**src/rtl/muldiv_unit.sv**
```systemverilog
// ============================================================================
// Module   : muldiv_unit
// Purpose  : Iterative RV32M multiply/divide unit feeding the register bank
//            write port. Optional macro FAST_MUL_EN: single-edge multiplies.
// Revision : 1.0 - initial release
// ============================================================================
`default_nettype none

module muldiv_unit #(
   parameter int XLEN = 32
) (
   input  logic            clock,
   input  logic            reset_n,
   input  logic            start,
   input  logic            abort,
   input  logic [2:0]      funct3,
   input  logic [4:0]      rdIn,
   input  logic [XLEN-1:0] operandA,
   input  logic [XLEN-1:0] operandB,
   output logic            busy,
   output logic            done,
   output logic            writeRegister,
   output logic [4:0]      rdOut,
   output logic [XLEN-1:0] result
);

   localparam int CW = $clog2(XLEN) + 1;
   localparam logic [XLEN-1:0] MIN_INT = {1'b1, {(XLEN-1){1'b0}}};

   typedef enum logic [1:0] {IDLE = 2'd0, RUN = 2'd1, DONE = 2'd2} state_t;

   state_t            state;
   logic [CW-1:0]     counter;
   logic [2:0]        op;
   logic [4:0]        rd;
   logic              neg;
   logic              rem_neg;
   logic [XLEN-1:0]   addend;
   logic [2*XLEN-1:0] acc;

   logic              a_signed_in, b_signed_in, sign_a_in, sign_b_in;
   logic [XLEN-1:0]   mag_a_in, mag_b_in;
   logic              div_zero, div_ovf;
   logic [XLEN-1:0]   special_res;

   // Operand decode at accept: magnitudes plus result/remainder sign.
   always_comb begin
      a_signed_in = (funct3 != 3'b011) && !(funct3[2] && funct3[0]);
      b_signed_in = a_signed_in && (funct3 != 3'b010);
      sign_a_in   = a_signed_in && operandA[XLEN-1];
      sign_b_in   = b_signed_in && operandB[XLEN-1];
      mag_a_in    = sign_a_in ? -operandA : operandA;
      mag_b_in    = sign_b_in ? -operandB : operandB;
      div_zero    = funct3[2] && (operandB == '0);
      div_ovf     = funct3[2] && !funct3[0] && (operandA == MIN_INT) && (operandB == '1);
      special_res = '0;
      if (div_zero)
         special_res = funct3[1] ? operandA : '1;
      else if (div_ovf)
         special_res = funct3[1] ? '0 : operandA;
   end

   logic [XLEN-1:0]   mul_add;
   logic [XLEN:0]     mul_sum;
   logic [XLEN:0]     div_trial;
   logic [2*XLEN-1:0] acc_next;
   logic [2*XLEN-1:0] prod;
   logic [XLEN-1:0]   quot, rem;
   logic [XLEN-1:0]   final_res;

   // One shift-add or restoring-subtract step, then sign fix and word select.
   always_comb begin
      mul_add   = acc[0] ? addend : '0;
      mul_sum   = {1'b0, acc[2*XLEN-1:XLEN]} + {1'b0, mul_add};
      div_trial = {acc[2*XLEN-1:XLEN], acc[XLEN-1]} - {1'b0, addend};
      if (!op[2])
         acc_next = {mul_sum, acc[XLEN-1:1]};
      else if (!div_trial[XLEN])
         acc_next = {div_trial[XLEN-1:0], acc[XLEN-2:0], 1'b1};
      else
         acc_next = {acc[2*XLEN-2:XLEN], acc[XLEN-1], acc[XLEN-2:0], 1'b0};

      prod = neg ? -acc_next : acc_next;
      quot = acc_next[XLEN-1:0];
      rem  = acc_next[2*XLEN-1:XLEN];
      if (!op[2])
         final_res = (op[1:0] == 2'b00) ? prod[XLEN-1:0] : prod[2*XLEN-1:XLEN];
      else if (op[1])
         final_res = rem_neg ? -rem : rem;
      else
         final_res = neg ? -quot : quot;
   end

`ifdef FAST_MUL_EN
   logic [2*XLEN-1:0] fast_mag, fast_prod;
   logic [XLEN-1:0]   fast_res;

   always_comb begin
      fast_mag  = {{XLEN{1'b0}}, mag_a_in} * {{XLEN{1'b0}}, mag_b_in};
      fast_prod = (sign_a_in ^ sign_b_in) ? -fast_mag : fast_mag;
      fast_res  = (funct3[1:0] == 2'b00) ? fast_prod[XLEN-1:0] : fast_prod[2*XLEN-1:XLEN];
   end
`endif

   always_ff @(posedge clock or negedge reset_n) begin
      if (!reset_n) begin
         state         <= IDLE;
         counter       <= '0;
         op            <= '0;
         rd            <= '0;
         neg           <= 1'b0;
         rem_neg       <= 1'b0;
         addend        <= '0;
         acc           <= '0;
         done          <= 1'b0;
         writeRegister <= 1'b0;
         rdOut         <= '0;
         result        <= '0;
      end else begin
         done          <= 1'b0;
         writeRegister <= 1'b0;
         case (state)
            IDLE: begin
               if (start && !abort) begin
                  op      <= funct3;
                  rd      <= rdIn;
                  neg     <= sign_a_in ^ sign_b_in;
                  rem_neg <= sign_a_in;
                  addend  <= funct3[2] ? mag_b_in : mag_a_in;
                  acc     <= {{XLEN{1'b0}}, (funct3[2] ? mag_a_in : mag_b_in)};
                  if (div_zero || div_ovf) begin
                     result        <= special_res;
                     rdOut         <= rdIn;
                     done          <= 1'b1;
                     writeRegister <= (rdIn != 5'd0);
                     state         <= DONE;
                  end
`ifdef FAST_MUL_EN
                  else if (!funct3[2]) begin
                     result        <= fast_res;
                     rdOut         <= rdIn;
                     done          <= 1'b1;
                     writeRegister <= (rdIn != 5'd0);
                     state         <= DONE;
                  end
`endif
                  else begin
                     counter <= CW'(XLEN);
                     state   <= RUN;
                  end
               end
            end
            RUN: begin
               if (abort) begin
                  counter <= '0;
                  state   <= IDLE;
               end else begin
                  acc     <= acc_next;
                  counter <= counter - CW'(1);
                  if (counter == CW'(1)) begin
                     result        <= final_res;
                     rdOut         <= rd;
                     done          <= 1'b1;
                     writeRegister <= (rd != 5'd0);
                     state         <= DONE;
                  end
               end
            end
            DONE:    state <= IDLE;
            default: state <= IDLE;
         endcase
      end
   end

   assign busy = (state != IDLE);

endmodule

`default_nettype wire

```
**config.mk**
```make
export PLATFORM = sky130hd
export DESIGN_NAME = muldiv_unit
export DESIGN_NICKNAME = d
export VERILOG_FILES = /design/src/rtl/muldiv_unit.sv
export SDC_FILE = /design/constraint.sdc
export NUM_CORES = 1
export LEC_CHECK = 0
export BUFFER_PORTS_ARGS = -buffer_cell sky130_fd_sc_hd__buf_2
export CAP_MARGIN = 25
export CORE_ASPECT_RATIO = 1.75
export CORE_MARGIN = 5
export CORE_UTILIZATION = 50
export DETAILED_ROUTE_END_ITERATION = 16
export GPL_TIMING_DRIVEN = 0
export PLACE_DENSITY = 0.73
export SLEW_MARGIN = 20
export SYNTH_ARGS = -nofsm -noshare
export SYNTH_HDL_FRONTEND = slang
export SYNTH_SLANG_ARGS = --single-unit
```
**constraint.sdc**
```tcl
create_clock -name clock -period 7.32 [get_ports clock]
set_clock_uncertainty 0.15 [all_clocks]
set_input_delay 0.732 -clock clock [delete_from_list [all_inputs] [get_ports clock]]
set_output_delay 0.732 -clock clock [all_outputs]
set_load 0.01 [all_outputs]
```
# [Yosys cells after proc, flatten, opt, wreduce, memory -nomap -nowiden]
# Cells that the tools add are included.
[totals] out_inout_bits=40 ff_bits=153 in_bits=76 word_cells=108
[classes] bitwise_logic=1 reduce_logical=26 muxes=49 n_eq_ne=12 addsub=8
[ops] cell="$mux 32" count=18
[ops] cell="$mux 64" count=5
[ops] cell="$neg 32->32" count=4
[ops] cell="$pmux 64 s2" count=1
[ops] cell="$eq 32x32->1 const B" count=2
[ops] cell="$neg 64->64" count=1
[ops] cell="$pmux 32 s2" count=1
[ops] cell="$add 32x32->33" count=1
[ops] cell="$sub 33x32->33" count=1
[ops] cell="$logic_not 32->1" count=1
[ops] cell="$mux 5" count=4
[ops] cell="$mux 6" count=3
[ops] cell="$pmux 6 s2" count=1
[ops] cell="$logic_and 1x1->1" count=10
[ops] cell="$ne 2x2->1 const B" count=5
[ops] cell="$pmux 5 s2" count=1
[ops] cell="$reduce_bool 5->1" count=2
[ops] cell="$mux 1" count=8
[ops] cell="$mux 2" count=4
[ops] cell="$eq 6x1->1 const B" count=1
[ops] cell="$ne 3x2->1 const B" count=2
[ops] cell="$reduce_and 3->1" count=2
[ops] cell="$sub 6x1->6 const B" count=1
[ops] cell="$reduce_and 5->1" count=1
[ops] cell="10 further kinds" count=16

# [Depth between registers and ports, before layout]
[logic_depth] depth_word=10 mapped_depth=25

# [Least setup slack after synthesis]
# Ideal clock, no wire load.
[synth_timing] kind="reg-to-reg" from="reg op[2]" to="reg result[26]" arrival_ns=5.635 setup_time_ns=0.126 period_less_slack_ns=5.912 path_slack_ns=1.408 n_path_buf=11 stages_incl_launch_ff=26 path_cell_list="dfrtp_1 > buf_2 > buf_4 > buf_4 > buf_2 > buf_4 > buf_2 > buf_2 > buf_2 > buf_2 > buf_2 > mux2i_1 > ha_1 > inv_1 > a2111o_1 > or2_1 > or3_1 > nor2_1 > and2_1 > nand4_1 > or3_1 > buf_2 > nor4_2 > mux2_1 > nor2_1 > o32a_1"
[synth_via] elab_chain_len=8
[synth_rtl] item="start, declared" line="34" rtl="logic [2:0] op;"
[synth_rtl] item="start signal, assigned" line="125" rtl="op <= funct3;"
[synth_rtl] item="$mux 64" line="76" rtl="if (!op[2])"
[synth_rtl] item="$neg 64->64, or another cell as far along" line="83" rtl="prod = neg ? -acc_next : acc_next;"
[synth_rtl] item="$mux 64, or another cell as far along" line="83"
[synth_rtl] item="$mux 32 (on tied branches)" line="87, 88"
[synth_rtl] item="$mux 32 *" line="86" rtl="if (!op[2])"
[synth_rtl] item="$mux 32 *" line="160" rtl="if (counter == CW'(1)) begin"
[synth_rtl] item="$mux 32 *" line="154" rtl="if (abort) begin"
[synth_rtl] item="$pmux 32 s2 *" line="122" rtl="case (state)"
[synth_rtl] item="end signal, assigned" line="132" rtl="result <= special_res;"
[synth_rtl] item="end signal, assigned" line="161" rtl="result <= final_res;"
[synth_rtl] item="end, declared" line="24" rtl="output logic [XLEN-1:0] result"
# Every way passes the cells marked *; elsewhere a longest branch is shown, timed or not. The select of a mux whose other input is x is not followed.
# A chain may end at the register's enable or synchronous reset.

# [Worst setup path in the final report]
[layout_timing] from="reg op[2]" to="reg result[16]"
# The elaborated chain is that of the path after synthesis.

==> results.toml <==
[status]
status = "finished, final reports clean"

[clock_network]
clkSinkCount = 153
cts_buffers = 17
cts_tree = "done"
cts_hold_buf = 0
h-tree-depth = 4
clkSlewWorstSetupHoldPaths_ns = 0.07
clkLatencyLatePin_ns = 0.47
clock_path_buffers = 2
root_buffer = "clkbuf_16"

[power_and_ir_drop]
ir_drop_uv = 216
p_switching_mw = 4.34
pwr-share-seq_pct = 18.1
pwr-share-comb_pct = 69.6
p_int_mw = 3.51
swShare_pct = 55.3
power_density_nw_per_um2 = 422
p_leak_nw = 7.74
p_total_mw = 7.85
p_clk_share_pct = 12.3

[layout]
syn_to_final_growth_pct = 11.0
nets = 2547
finish.utilization_pct = 56.2
fillers = 3289
drive_above_1_share_pct = 10.9
layout_commonest_cell = "nand2_1"
layout_common_cells = "nand2_1 (292), o21ai_0 (211), nor2_1 (206)"
fin_area_um2 = 18600

[run]
drv_cap = 0

[global_route]
grt_max_degree = 84
antenna_found_initial = 2
gr-total-overflow = 0
grt_pass1_vias = 19100
grt_pass1_wl_mm = 121
grt_use_total_pct = 43.8

[worst_setup_path]
critPathLaunchType = "flip-flop"
crit_required_ns = 7.52
crit_path_end_kind = "flip-flop"
ff2ff_setup_slack_ns = 0.08
critical_path_peak_fanout = 19
crit_type = "reg -> reg"
arrival_ns = 7.44

[synth]
synth_warnings = 0
async_flop_share_pct = 100
netlist_instances = 2258
synthesis.nets = 2407
ys_top_cells_by_area = "dfrtp_1 (23%), nand2_1 (6.5%), o21ai_0 (6.3%)"
synth_seq_cells = 153
synth-edff-count = 0
ys.flop_type = "dfrtp_1"
synth.distinct_cells = 112
synth_area_um2 = 16700
yosysTopAreaCellShare_pct = 22.9
synth_top_area_cell = "dfrtp_1"
syn_area_per_cell_um2 = 7.41
ys_seq_area_share_pct = 22.9

[drt]
routed_via_density = 6.79
ant_nets = 0
dr_total_vias = 19100
drt-total-wl_mm = 83.3
drt_iter0_drc = 1817
wl_per_cell_um = 29.6
drt-pass1-iter-count = 7
drc = 0

[floorplanning]
ioPinCount = 116
die_y_um = 252
initial_core_util_pct = 50.7
die_area_um2 = 37400
fp.coreArea_um2 = 33000
num_rows = 88
chipWidth_um = 148

[placed_design]
place_congestion = 1.07
dp_hpwl_mm = 68.3
io_buffers = 114
place_area_um2 = 17900
dp_slack_ns = -0.958

[timing]
fmax_mhz = 138
setup_viol_count_final = 0
maxSlewHeadroom_pct = 21.2
slew_violations = 0
setup_slack_ns = 0.0822
tightest_slew_ns = 1.17
period_share_pct = 98.9
hold_viol = 0
min_period_ns = 7.24

[worst_hold_path]
hold_path.class = "in -> async"
cells by family after synthesis:
group | after synthesis | synth area share (%)
XOR/XNOR | 170 | 8.89
adder cells (fa/ha/maj) | 73 | 5.55
flip-flops | 153 | 22.9
AO/OA/AOI/OAI | 774 | 30.3
buffers and inverters | 208 | 5.07
multiplexers | 59 | 3.60
AND/OR/NAND/NOR | 821 | 23.7
registers in the layout, indices dropped and copies added, names as in the netlist:
signal	flops
acc	64
addend	32
done	1
neg	1
state	2
op	3
result	32
writeRegister	1
rdOut	5
rd	5
rem_neg	1
counter	6
final cells by class:
cell class	instances	area [um^2]	area share [%]
multi-input cells	1897	12100	65.2
clock buffers	18	429	2.31
well taps	405	507	2.73
clock inverters	13	169	0.909
inverters	78	293	1.58
diodes	2	5.00	0.0269
plain buffers	129	574	3.09
flip-flops and latches	153	3830	20.6
repair buffers	122	653	3.52
critical path: stages, from the launching register on:
cell      delay (ns)
dfrtp_1         0.42
clkbuf_4        0.27
buf_4           0.25
buf_4           0.25
clkbuf_4        0.27
buf_4           0.24
buf_4           0.24
buf_4           0.25
buf_4           0.29
buf_8           0.27
mux2i_2         0.35
ha_1            0.25
inv_1           0.06
a2111o_1        0.43
or2_1           0.34
or3_1           0.50
nor2_1          0.23
and2_1          0.26
nand4_1         0.28
or3_1           0.38
buf_2           0.22
o21ai_0         0.22
xor2_1          0.13
a221oi_1        0.45
nor2_1          0.08
worst paths after layout:
| check | depth (start not counted) | from | endpoint |
|---|---|---|---|
| min in group clock | 3 | rdIn[2] | rd[2]$_DFFE_PN0P_ |
| worst max-delay path | 24 | op[2]$_DFFE_PN0P_ | result[16]$_DFFE_PN0P_ |
| worst min-delay path | 1 | reset_n | result[4]$_DFFE_PN0P_ |
| worst max register to register | 24 | op[2]$_DFFE_PN0P_ | result[16]$_DFFE_PN0P_ |
| worst min register to register | 2 | rd[3]$_DFFE_PN0P_ | rd[3]$_DFFE_PN0P_ |
| max in group asynchronous | 2 | reset_n | rd[1]$_DFFE_PN0P_ |
Yosys cell counts, types with 12 or more instances:
cell and n:
a21oi_1 190, o21a_1 16, inv_1 77, dfrtp_1 153, nand3_1 40, or2_2 15
nor2b_1 16, nor3_1 35, nor4_1 20, xor2_1 71, o21ai_0 212, buf_1 17
and2_1 56, buf_2 24, nand2b_1 25, a221oi_1 16, o211ai_1 50, mux2i_1 49
or3_1 16, nand2_1 292, or4_1 12, nand4_1 22, a211oi_1 26, a21o_1 24
ha_1 71, nor2_1 207, a22o_1 16, o31ai_1 29, o41ai_1 16, xnor2_1 99
clkbuf_1 82, and3_1 17, a31oi_1 36
stage by stage:
| stage | setup TNS (ns) | hold WS (ns) | std cells |
|---|---|---|---|
| floorplan | 0 | 0.286 | 2258 |
| global placement | -7.68 | 0.336 | 2777 |
| detailed placement | -7.42 | 0.342 | 2780 |
| CTS | 0 | 0.0883 | 2810 |
| global route | -0.0394 | 0.108 | 2816 |
| finish | 0 | 0.0400 | 2817 |
per-layer routing:
layer	global-route usage, %	up-vias	wire (um)
met4	44.6	0	10900
met2	74.8	1092	39900
met3	9.54	460	6020
met5	0	-	0
li1	-	8541	-
met1	41.9	9027	26500
timing repair:
action,in CTS,in global routing
cloned,0,0
setup buffers,0,3
pin swaps,0,1
endpoints found under the setup margin,12,9
gates resized for setup,8,10
power by group through the flow:
stage,registers [mW],clock network (mW),logic [mW]
floorplan,1.33,0,3.60
global placement,1.41,0,5.12
detailed placement,1.41,0,5.19
CTS,1.40,0.947,5.24
global route,1.44,0.984,5.80
finish,1.42,0.964,5.46
(Power assumes the default switching activity.)
